===== src/rtl/fetch_unit_if.sv =====
// fetch_unit_if: I-cache request/response bus plus the IF/ID packet bus leaving fetch
interface fetch_unit_if;
    typedef struct packed {
        logic [31:0] inst;
        logic [31:0] pc;
        logic [31:0] npc;
        logic        valid;
    } if_id_packet_t;
    logic                 proc2Icache_req;
    logic [2:0][31:0]     proc2Icache_addr;
    logic [2:0]           Icache_hit;
    logic [2:0][31:0]     Icache_data;
    if_id_packet_t [2:0]  if_packet_out;
    modport master (
        output proc2Icache_req, proc2Icache_addr, if_packet_out,
        input  Icache_hit, Icache_data
    );
    modport slave (
        input  proc2Icache_req, proc2Icache_addr, if_packet_out,
        output Icache_hit, Icache_data
    );
endinterface


===== src/rtl/fetch_unit.sv =====
// fetch_unit: three-wide in-order fetch, PC register + FETCH/MISS/STALL FSM + saturating stall counter
module fetch_unit (
    input  logic                clock,
    input  logic                reset,
    input  logic                enable,
    input  logic                squash_flag,
    input  logic [31:0]         squash_target_pc,
    input  logic                insn_buffer_full,
    fetch_unit_if.master        bus,
    output logic [1:0]          fetch_state,
    output logic [15:0]         stall_cycles
);
    localparam logic [1:0]  FETCH = 2'd0, MISS = 2'd1, STALL = 2'd2;
    localparam logic [31:0] NOP   = 32'h0000_0013;
    logic [31:0] pc, pc_next;
    logic [1:0]  state, state_next;
    logic [15:0] stall_next;
    logic [1:0]  k;
    logic        active, req;
    assign active = enable && !squash_flag;
    assign req    = !reset && active && !insn_buffer_full;
    // only the unbroken run of hits from slot 0 is usable
    assign k = !bus.Icache_hit[0] ? 2'd0 : !bus.Icache_hit[1] ? 2'd1 : !bus.Icache_hit[2] ? 2'd2 : 2'd3;
    always_ff @(posedge clock) begin
        if (reset) begin
            pc           <= '0;
            state        <= FETCH;
            stall_cycles <= '0;
        end else begin
            pc           <= pc_next;
            state        <= state_next;
            stall_cycles <= stall_next;
        end
    end
    always_comb begin
        pc_next    = !enable ? pc : squash_flag ? (squash_target_pc & ~32'h3) : req ? pc + 32'({k, 2'b00}) : pc;
        state_next = !active ? (enable ? FETCH : state) : insn_buffer_full ? STALL : k == 2'd0 ? MISS : FETCH;
        stall_next = active && (insn_buffer_full || k == 2'd0) && stall_cycles != 16'hFFFF ? stall_cycles + 16'd1 : stall_cycles;
    end
    always_comb begin
        fetch_state         = state;
        bus.proc2Icache_req = req;
        bus.proc2Icache_addr = '0;
        bus.if_packet_out    = '0;
        for (int i = 0; i < 3; i++) begin
            bus.proc2Icache_addr[i]      = pc + 32'(4 * i);
            bus.if_packet_out[i].valid   = req && i < int'(k);
            bus.if_packet_out[i].inst    = bus.if_packet_out[i].valid ? bus.Icache_data[i] : NOP;
            bus.if_packet_out[i].pc      = bus.if_packet_out[i].valid ? pc + 32'(4 * i) : 32'd0;
            bus.if_packet_out[i].npc     = bus.if_packet_out[i].valid ? pc + 32'(4 * i + 4) : 32'd0;
        end
    end
endmodule

===== src/flat_wrapper.sv =====
// flat-port wrapper written by rule: the top's interface ports become plain ports
module fetch_unit_flat 
  (clock, reset, enable, squash_flag, squash_target_pc, insn_buffer_full, fetch_state, stall_cycles, bus_proc2Icache_req, bus_proc2Icache_addr, bus_if_packet_out, bus_Icache_hit, bus_Icache_data);
  fetch_unit_if bus_i ();
  input  logic clock;
  input  logic reset;
  input  logic enable;
  input  logic squash_flag;
  input  logic [31:0] squash_target_pc;
  input  logic insn_buffer_full;
  output logic [1:0] fetch_state;
  output logic [15:0] stall_cycles;
  output wire logic [$bits(bus_i.proc2Icache_req)-1:0] bus_proc2Icache_req;
  output wire logic [$bits(bus_i.proc2Icache_addr)-1:0] bus_proc2Icache_addr;
  output wire logic [$bits(bus_i.if_packet_out)-1:0] bus_if_packet_out;
  input wire logic [$bits(bus_i.Icache_hit)-1:0] bus_Icache_hit;
  input wire logic [$bits(bus_i.Icache_data)-1:0] bus_Icache_data;
  assign bus_proc2Icache_req = bus_i.proc2Icache_req;
  assign bus_proc2Icache_addr = bus_i.proc2Icache_addr;
  assign bus_if_packet_out = bus_i.if_packet_out;
  assign bus_i.Icache_hit = bus_Icache_hit;
  assign bus_i.Icache_data = bus_Icache_data;
  fetch_unit u_core (.clock(clock), .reset(reset), .enable(enable), .squash_flag(squash_flag), .squash_target_pc(squash_target_pc), .insn_buffer_full(insn_buffer_full), .bus(bus_i), .fetch_state(fetch_state), .stall_cycles(stall_cycles));
endmodule

===== config.mk =====
export PLATFORM = sky130hd
export DESIGN_NAME = fetch_unit_flat
export DESIGN_NICKNAME = d
export VERILOG_FILES = /design/src/rtl/fetch_unit_if.sv /design/src/rtl/fetch_unit.sv /design/src/flat_wrapper.sv
export SDC_FILE = /design/constraint.sdc
export NUM_CORES = 1
export LEC_CHECK = 0
export BUFFER_PORTS_ARGS = -buffer_cell sky130_fd_sc_hd__clkbuf_2
export CAP_MARGIN = 10
export CORE_AREA = 3 3 211 213
export CTS_CLUSTER_SIZE = 28
export DETAILED_ROUTE_END_ITERATION = 10
export DIE_AREA = 0 0 214 216
export GPL_TIMING_DRIVEN = 0
export RECOVER_POWER = 50
export SLEW_MARGIN = 20
export SYNTH_ARGS = -nofsm -noshare
export SYNTH_HDL_FRONTEND = slang
export SYNTH_SLANG_ARGS = --single-unit

===== constraint.sdc =====
create_clock -name clock -period 4.7 [get_ports clock]
set_clock_uncertainty 0.05 [all_clocks]
set_input_delay 0.94 -clock clock [delete_from_list [all_inputs] [get_ports clock]]
set_output_delay 0.94 -clock clock [all_outputs]
set_load 0.1 [all_outputs]

==> run_results.csv <==
group,metric,value,unit
detailed_routing,drt_iter0_markers,758,
clock_network,clkLatencyLatePin,0.31,ns
worst_setup_path,cp_data_required_time,3.71,ns
grt,grt_pass1_vias,9405,
clock_network,cts_inserted_buffers,5,
worst_setup_path,cpPeakStageDelay,0.33,ns
worst_setup_path,regToRegEndpoint,"u_core.pc[28]",
yosys,synth_edf_count,0,
clock_network,clockBufferDepth,2,
worst_setup_path,cp-end-kind,"output port",
timing,setup_tns,0,ns
finish,fin_nets,1687,
timing,fin_crit_sh,97.0,%
detailed_routing,final_antenna_net_count,0,
timing,setup_violations,0,
worst_setup_path,cp-start-kind,"input pin",
detailed_routing,drt-pass1-iter-count,5,
grt,grt_first_pass_wirelength,69.5,mm
yosys,synthArstFlopShare,0,%
timing,holdWs,0.447,ns
yosys,synth-seq-area-share,15.2,%
worst_setup_path,reg2reg_slack,1.65,ns
timing,fin_crit,4.56,ns
status,status,"completed",
min_path,holdPathEnd,"u_core.fetch_state[1]",
yosys,netlist_instances,1000,
power,max-vdd-ir-drop,168,uV
yosys,synth.avg_cell_area,6.34,sq um
worst_setup_path,path_max_fanout,10,
floorplanning,core_area,42900,sq um
timing,setup_ws,0.141,ns
worst_setup_path,cp_slowest_cell,"nor2b_1",
worst_setup_path,critical_path_class,"in -> out",
yosys,synth-seq-cells,48,
clock_network,cts_sinks,48,
finish,nFillCells,4917,
detailed_routing,vias,9700,
floorplanning,die_x,214,microns
finish,seqCellArea,961,sq um
yosys,yosysWarnings,0,
floorplanning,die_y,216,microns
grt,antenna_found_initial,13,
power,power.leakage,4.99,nW
grt,grt_overflow_total,0,
placement,place_ws,-0.246,ns
floorplanning,rows,76,
worst_setup_path,r2r-start,"u_core.pc[3]",
clock_network,ctsHoldBuffers,0,
finish,utilization,23.3,%
floorplanning,initial_core_util,14.8,%
worst_setup_path,cp.arrival,3.57,ns
finish,drive_above_1_share,34.4,%
min_path,min_path_cells,2,
grt,grt_max_degree,17,
timing,slew_violations,0,
placement,gp_congestion,0.960,
worst_setup_path,cp_cell_sequence,"clkbuf_1 > nor2b_1 > and2_1 > clkbuf_4 > nand2_2 > inv_2 > nand2_1 > buf_2 > nor2_2 > buf_4",
timing,hold_viol,0,
clock_network,cts_tree,"yes",
timing,grt_setup_unrepaired,"no",
floorplanning,die-area,46200,sq um
placement,place_hpwl,42.9,mm
min_path,hold_path.class,"reg -> reg",
timing,tightest_slew,1.41,ns
yosys,synth_area,6340,sq um
clock_network,root_buffer,"clkbuf_16",
flow_run,maxCapViolCount,0,
worst_setup_path,rr_worst_depth,6,
placement,portBuffers,519,
clock_network,htree_levels,2,
detailed_routing,via_per_inst,4.55,
clock_network,path_clk_slew,0.08,ns
timing,slew_headroom,6.11,%
grt,track_usage,20.5,%
detailed_routing,wl_per_cell,23.7,microns
yosys,synthFlopType,"dfxtp_1",
detailed_routing,drc,0,
finish,syn_to_final_growth,58.0,%
timing,fmax,219,MHz
min_path,hold_path_startpoint,"u_core.fetch_state[1]",
power,power_density,179,nW/um^2
detailed_routing,drt-total-wl,50.6,mm
finish,multi_input_area,4740,sq um
yosys,synthDistinctLibCells,70,
floorplanning,ioPinCount,542,
through the flow:
| step | area [sq um] | std cells | total power [W] |
|---|---|---|---|
| floorplan | 6540 | 1017 | 0.00111 |
| global placement | 9860 | 2121 | 0.00136 |
| detailed placement | 9870 | 2121 | 0.00136 |
| CTS | 10200 | 2129 | 0.00180 |
| global route | 10000 | 2129 | 0.00186 |
| finish | 10000 | 2132 | 0.00179 |
worst max-delay path by stage:
stage | start | endpoint | slack, ns | depth (start not counted)
after floorplan | u_core.pc[2] | bus_if_packet_out[157] | -0.37 | 7
after global placement | squash_flag | bus_if_packet_out[222] | -0.21 | 10
after detailed placement | squash_flag | bus_if_packet_out[222] | -0.25 | 10
after CTS | squash_flag | bus_if_packet_out[218] | 0.002 | 10
after global routing | enable | bus_if_packet_out[218] | 0.05 | 10
final | enable | bus_if_packet_out[218] | 0.14 | 10
cell usage after synthesis (3+ instances only):
cell / number / area share, %
nand3_1: 29 / 2.3
buf_4: 24 / 2.8
nand4_2: 3 / 0.59
and4_1: 7 / 0.97
nor3b_1: 3 / 0.36
mux2i_1: 6 / 0.95
and4_2: 3 / 0.47
and3_1: 120 / 12
o41ai_1: 3 / 0.41
a21oi_1: 18 / 1.4
clkbuf_1: 58 / 3.4
buf_2: 29 / 2.3
ha_1: 7 / 1.4
o22ai_1: 3 / 0.30
o21a_1: 6 / 0.71
nor4_2: 5 / 0.99
clkinv_1: 3 / 0.18
a311oi_1: 5 / 0.69
and2_1: 5 / 0.49
a211oi_1: 7 / 0.83
and2_0: 3 / 0.30
dfxtp_1: 48 / 15
o31ai_1: 6 / 0.71
xor2_1: 41 / 5.7
nand4_1: 22 / 2.2
or4_1: 4 / 0.47
nand2b_1: 9 / 0.89
nor2_1: 213 / 13
buf_1: 5 / 0.30
a22oi_1: 5 / 0.59
a32o_1: 6 / 0.95
nor3_1: 26 / 2.1
a31oi_1: 4 / 0.39
or3_1: 7 / 0.69
inv_1: 67 / 4.0
o21ai_0: 23 / 1.8
nor4_1: 7 / 0.69
nand2_1: 65 / 3.9
xnor2_1: 54 / 7.5
a21o_1: 3 / 0.36
repair_timing:
item	in CTS	in global routing
setup buffers	0	0
gates resized for setup	42	30
cloned	0	0
setup endpoints to repair	69	77
per-layer routing:
metal	track usage [%]	vias up	routed length, microns
li1	-	4410	-
met1	25.8	4678	21200
met2	32.2	515	22200
met3	9.18	77	5780
met4	4.89	20	1300
met5	0	-	129
kinds of logic after synthesis:
| family | after synthesis | synth area share [%] |
|---|---|---|
| flops | 48 | 15.2 |
| mux | 6 | 0.948 |
| xor+xnor | 95 | 13.1 |
| buf+inv | 188 | 13.2 |
| fa+ha+maj | 8 | 1.70 |
| other cells | 1 | 0.0592 |
| compound gates | 105 | 11.3 |
| simple gates | 549 | 44.5 |
cell type report:
class                      count  area share, %
multi-input combinational    781           47.3
timing repair buffer         519           25.5
sequential                    48           9.60
tap                          585           7.31
buffer                       118           5.81
inverter                      70           2.63
clock buffer                   5           1.25
clock inverter                 3          0.475
antenna                        3         0.0750
sequential cells by signal, summed over array words and instances (netlist names):
register / cells
u_core.fetch_state: 2
u_core.stall_cycles: 16
u_core.pc: 30
power breakdown:
| part | switching, W | internal (W) | leakage [nW] |
|---|---|---|---|
| Combinational | 0.000752 | 0.000154 | 4.51 |
| Sequential | 0.0000181 | 0.000422 | 0.391 |
| Clock | 0.000190 | 0.000254 | 0.0840 |
layout by cell type, fill, tap and decap left out, types with 6 or more instances in the layout:
cell type / n
o31ai_1: 6
clkbuf_4: 42
nand2b_1: 9
o21ai_0: 24
clkbuf_1: 176
nand4_1: 22
and4_1: 7
a21oi_1: 18
xor2_1: 41
mux2i_1: 6
xnor2_1: 54
and3_1: 120
buf_1: 6
nor4_1: 8
clkbuf_2: 352
conb_1: 18
buf_2: 33
a32o_1: 6
nor2_2: 48
a211oi_1: 7
o21a_1: 6
ha_1: 7
dfxtp_1: 48
nor3_1: 24
nand2_1: 65
inv_1: 66
buf_4: 28
or3_1: 7
nand3_1: 29
nor2_1: 163
worst max-delay path, delay by kind of cell:
kind	cells	cell delay [ns]
AND/OR/NAND/NOR	5	1.24
buffers and inverters	5	1.37
(Power assumes the default switching activity.)
